==> config.mk <==
export PLATFORM = sky130hd
export DESIGN_NAME = wb_regfile
export DESIGN_NICKNAME = d
export VERILOG_FILES = /design/src/rtl/wb_regfile.sv
export SDC_FILE = /design/constraint.sdc
export NUM_CORES = 2
export LEC_CHECK = 0
export BUFFER_PORTS_ARGS = -buffer_cell sky130_fd_sc_hd__buf_2
export CAP_MARGIN = 20
export CORE_MARGIN = 5
export CORE_UTILIZATION = 65
export CTS_BUF_LIST = sky130_fd_sc_hd__clkbuf_4 sky130_fd_sc_hd__clkbuf_8
export DETAILED_ROUTE_END_ITERATION = 10
export GPL_ROUTABILITY_DRIVEN = 0
export PLACE_DENSITY = 0.83
export SLEW_MARGIN = 25
export SYNTH_ARGS = -nofsm -noshare
export SYNTH_HDL_FRONTEND = slang
export SYNTH_SLANG_ARGS = --single-unit
==> constraint.sdc <==
create_clock -name clk_i -period 3.65 [get_ports clk_i]
set_input_delay 0.365 -clock clk_i [delete_from_list [all_inputs] [get_ports clk_i]]
set_output_delay 0.365 -clock clk_i [all_outputs]
set_load 0.01 [all_outputs]
==> src/rtl/wb_regfile.sv <==
// Write-back select, 32x32 register file with two async read ports,
// and a committed-write counter for CPI/debug instrumentation.
//
// Ports:
//   clk_i, rst_i       clock; synchronous active-high reset
//   rd_waddr_i         destination register from MEM/WB
//   rd_wena_i          write enable from MEM/WB
//   rd_sel_i           1 = dmem_data_i, 0 = alu_result_i
//   alu_result_i       ALU result from MEM/WB
//   dmem_data_i        load data from MEM/WB
//   rs1_addr_i         ID read address A
//   rs2_addr_i         ID read address B
//   rs1_data_o         read data A
//   rs2_data_o         read data B
//   wb_data_o          selected write-back value (combinational)
//   wb_commit_o        current cycle's write commits (combinational)
//   retire_cnt_o       count of committed writes, wraps
//
// Build option: define REGFILE_BYPASS_EN for write-first reads
// (same-cycle WB->ID hand-off). Default build is read-first.
module wb_regfile #(
  parameter int NREG  = 32,
  parameter int DW    = 32,
  parameter int CNT_W = 32
) (
  input  logic             clk_i,
  input  logic             rst_i,
  input  logic [4:0]       rd_waddr_i,
  input  logic             rd_wena_i,
  input  logic             rd_sel_i,
  input  logic [DW-1:0]    alu_result_i,
  input  logic [DW-1:0]    dmem_data_i,
  input  logic [4:0]       rs1_addr_i,
  input  logic [4:0]       rs2_addr_i,
  output logic [DW-1:0]    rs1_data_o,
  output logic [DW-1:0]    rs2_data_o,
  output logic [DW-1:0]    wb_data_o,
  output logic             wb_commit_o,
  output logic [CNT_W-1:0] retire_cnt_o
);

  logic [DW-1:0]    regs [NREG];
  logic [CNT_W-1:0] cnt_q;

  assign wb_data_o = rd_sel_i ? dmem_data_i : alu_result_i;

  // Writes to x0 never commit, so x0 also never counts.
  assign wb_commit_o = rd_wena_i
                    && (rd_waddr_i != 5'd0)
                    && !rst_i;

  assign retire_cnt_o = cnt_q;

  always_ff @(posedge clk_i) begin
    if (rst_i) begin
      for (int i = 0; i < NREG; i++) begin
        regs[i] <= '0;
      end
      cnt_q <= '0;
    end else if (wb_commit_o) begin
      regs[rd_waddr_i] <= wb_data_o;
      cnt_q            <= cnt_q + CNT_W'(1);
    end
  end

  // x0 reads as zero even when a bypass would match it.
  function automatic logic [DW-1:0] rd_port(
    input logic [4:0] addr
  );
    logic [DW-1:0] d;
    d = '0;
    if (addr != 5'd0) begin
`ifdef REGFILE_BYPASS_EN
      if (wb_commit_o && (addr == rd_waddr_i)) begin
        d = wb_data_o;
      end else begin
        d = regs[addr];
      end
`else
      d = regs[addr];
`endif
    end
    return d;
  endfunction

  always_comb begin
    rs1_data_o = rd_port(rs1_addr_i);
    rs2_data_o = rd_port(rs2_addr_i);
  end

endmodule

==> flow_metrics.tcl <==
set metrics [dict create \
    drive_gt1_frac 0.3058 \
    synthToLayoutAreaGrowth_pct 11.88 \
    h-tree-depth 4 \
    reg2reg_depth 4 \
    initial_core_util 0.6526 \
    clockBufferDepth 3 \
    grt_pass1_wl_um 272200 \
    status "complete, no violations" \
    place_hpwl_um 112300 \
    fin_crit_sh 0.9263 \
    syn_area_um2 54440 \
    avgViaCountPerCell 7.674 \
    path_class "in2out" \
    num_vias 40850 \
    die-area_um2 89640 \
    required_ns 3.28 \
    syn_avg_cell_area_um2 13.95 \
    yosys_warnings 0 \
    io_pins 212 \
    fmaxAchievable_ghz 0.2958 \
    cts_made_buffers 166 \
    finalHoldViolCount 0 \
    synth_seq_area_share 0.5766 \
    wl_per_cell_um 35.57 \
    synthFlopType "edfxtp_1" \
    max_slew_margin 0.2333 \
    grtUsageTotal 0.4213 \
    setup-tns-final_ns 0 \
    period_needed_ns 3.381 \
    finalNetCount 4199 \
    maxCapViolCount 0 \
    slew_viol_final 0 \
    cts_tree "built" \
    synth_top_area_frac 0.5648 \
    rows 106 \
    async_flop_share 0 \
    syn_inst 3903 \
    end_kind "output port" \
    synth.distinct_cells 56 \
    finalSetupViolations 0 \
    synth_most_common_cell "edfxtp_1" \
    drt-total-wl_um 189300 \
    numClockSinks 1056 \
    power_mw 28.29 \
    dp_cells 5015 \
    fin_cells 5323 \
    grt_overflow 0 \
    first_iter_violations 8214 \
    coreArea_um2 83420 \
    leakage_nw 21.62 \
    path_clk_slew_ns 0.06 \
    drc 0 \
    worst_pin_slew_ns 1.147 \
    path_max_fanout 33 \
    min-delay-path-class "in2reg" \
    root_buffer "clkbuf_8" \
    start_kind "input pin" \
    portBuffers 211 \
    first_pass_iters 9 \
    irDropWorstVdd_mv 0.4515 \
    fin_worst_skew_ns 0.01350 \
    synth_edf_count 1024 \
    netlist_top_cells_count "edfxtp_1, nor2_1, mux4_2, clkbuf_1, mux2i_1" \
    yosys.area.top_type "edfxtp_1" \
    synth-seq-cells 1056 \
    hold_depth 3 \
    grt_pass1_vias 41230 \
    grt_antenna_before_repair 6 \
    ant_nets 0 \
    rsz0062_at_grt "no" \
    die_width_um 299.4 \
    hold_ws_ns 0.04878 \
    p_per_area_nw_per_um2 464.5 \
    post_cts_resize_count 0 \
    dieHeight_um 299.4 \
    cp.arrival_ns 3.02 \
    netlist_top_cells_area "edfxtp_1, mux4_2, nor2_1" \
    grt_max_degree 68 \
    insertion_delay_ns 0.86 \
]
kinds of logic (layout without fill, tap and decap cells):
group / Yosys count / in the layout / share of synthesized area
and+or+nand+nor: 1313 / 1313 / 0.09842
DFF: 1056 / 1056 / 0.5766
muxes: 675 / 675 / 0.2289
buffers and inverters: 460 / 764 / 0.04188
AOI/OAI and AO/OA: 393 / 393 / 0.05321
xor gates and xnor gates: 4 / 4 / 0.0006437
adders and majority gates: 1 / 1 / 0.0002298
other: 1 / 37 / 0.00006889
final cells by class:
class                      count  area [um2]
tap                         1080        1351
fill                        4978       22520
clock inverter                77       546.8
antenna                        5       12.51
inverter                      40       152.6
timing repair buffer         433        3358
sequential                  1056       31390
multi-input combinational   2418       21410
clock buffer                 214        2689
per-stage QoR:
step           setup slack [ns]  utilization  instance area, um2
2_1_floorplan             1.103            -               54550
3_3_place_gp             0.3808       0.6895               57520
3_5_place_dp             0.3708       0.6895               57520
4_1_cts                  0.3667       0.7296               60870
5_1_grt                  0.1678       0.7300               60900
6_report                 0.2690       0.7301               60910
layout by cell type, fill, tap and decap left out, types with 6 or more instances in the layout:
cell / Yosys / layout
a221oi_1: 17 / 17
o311ai_0: 6 / 6
nand3_1: 16 / 10
dlygate4sd3_1: 0 / 11
dfxtp_1: 32 / 32
clkinv_2: 0 / 18
mux4_2: 443 / 443
buf_4: 55 / 171
bufinv_16: 0 / 6
edfxtp_1: 1024 / 1024
mux2i_2: 0 / 9
a22oi_1: 64 / 64
or3_1: 14 / 14
nor2_1: 1007 / 1003
nand2_1: 154 / 103
mux2_2: 65 / 65
nand3_2: 5 / 11
o2111ai_1: 48 / 48
clkbuf_4: 1 / 41
mux2i_4: 0 / 23
o21ai_1: 41 / 41
nand2_2: 0 / 51
and3_1: 7 / 7
a311oi_1: 64 / 64
o21ai_0: 54 / 54
clkinv_1: 0 / 42
buf_12: 0 / 43
mux2i_1: 161 / 129
nor2b_1: 73 / 72
clkbuf_8: 0 / 173
a21oi_1: 18 / 18
conb_1: 1 / 32
a211oi_1: 64 / 64
buf_2: 112 / 203
o41ai_1: 7 / 7
inv_1: 40 / 37
metal layers:
metal | GRT usage | up-vias | routed length (um)
met5 | 0 | - | 44
met4 | 0.3011 | 6 | 18160
met3 | 0.1546 | 1288 | 33420
met2 | 0.6259 | 4645 | 83150
met1 | 0.5153 | 19540 | 54550
li1 | - | 15370 | -
repair_timing:
action	4_1_cts	5_1_grt
setup buffers	0	0
endpoints found under the setup margin	0	0
endpoints found under the hold margin	42	0
hold buffers	11	0
sequential cells by signal, summed over array words and instances (netlist names):
signal and flops:
retire_cnt_o 32, regs 1024
path summary, 6_finish.rpt:
kind	startpoint	slack, ns	endpoint
min reg2reg	retire_cnt_o[30]	0.49	retire_cnt_o[30]
min	dmem_data_i[4]	0.05	regs[5][4]
max	rs2_addr_i[0]	0.27	rs2_data_o[18]
max reg2reg	retire_cnt_o[8]	1.48	retire_cnt_o[27]
worst max-delay path, stage by stage:
cell and delay (ns):
buf_4 0.46, clkinv_2 0.23, buf_12 0.26, nor2_4 0.13, buf_4 0.33, a22oi_1 0.13
a311oi_1 0.79, buf_2 0.27
power breakdown:
part           leakage [nW]  internal [mW]  switching [mW]  total [mW]
clock network          1.70           5.25            4.85        10.1
registers              10.0           13.9           0.365        14.3
logic                  9.91           1.56            2.33        3.89
total                  21.6           20.8            7.54        28.3
Power figures use the tool's default switching activity.
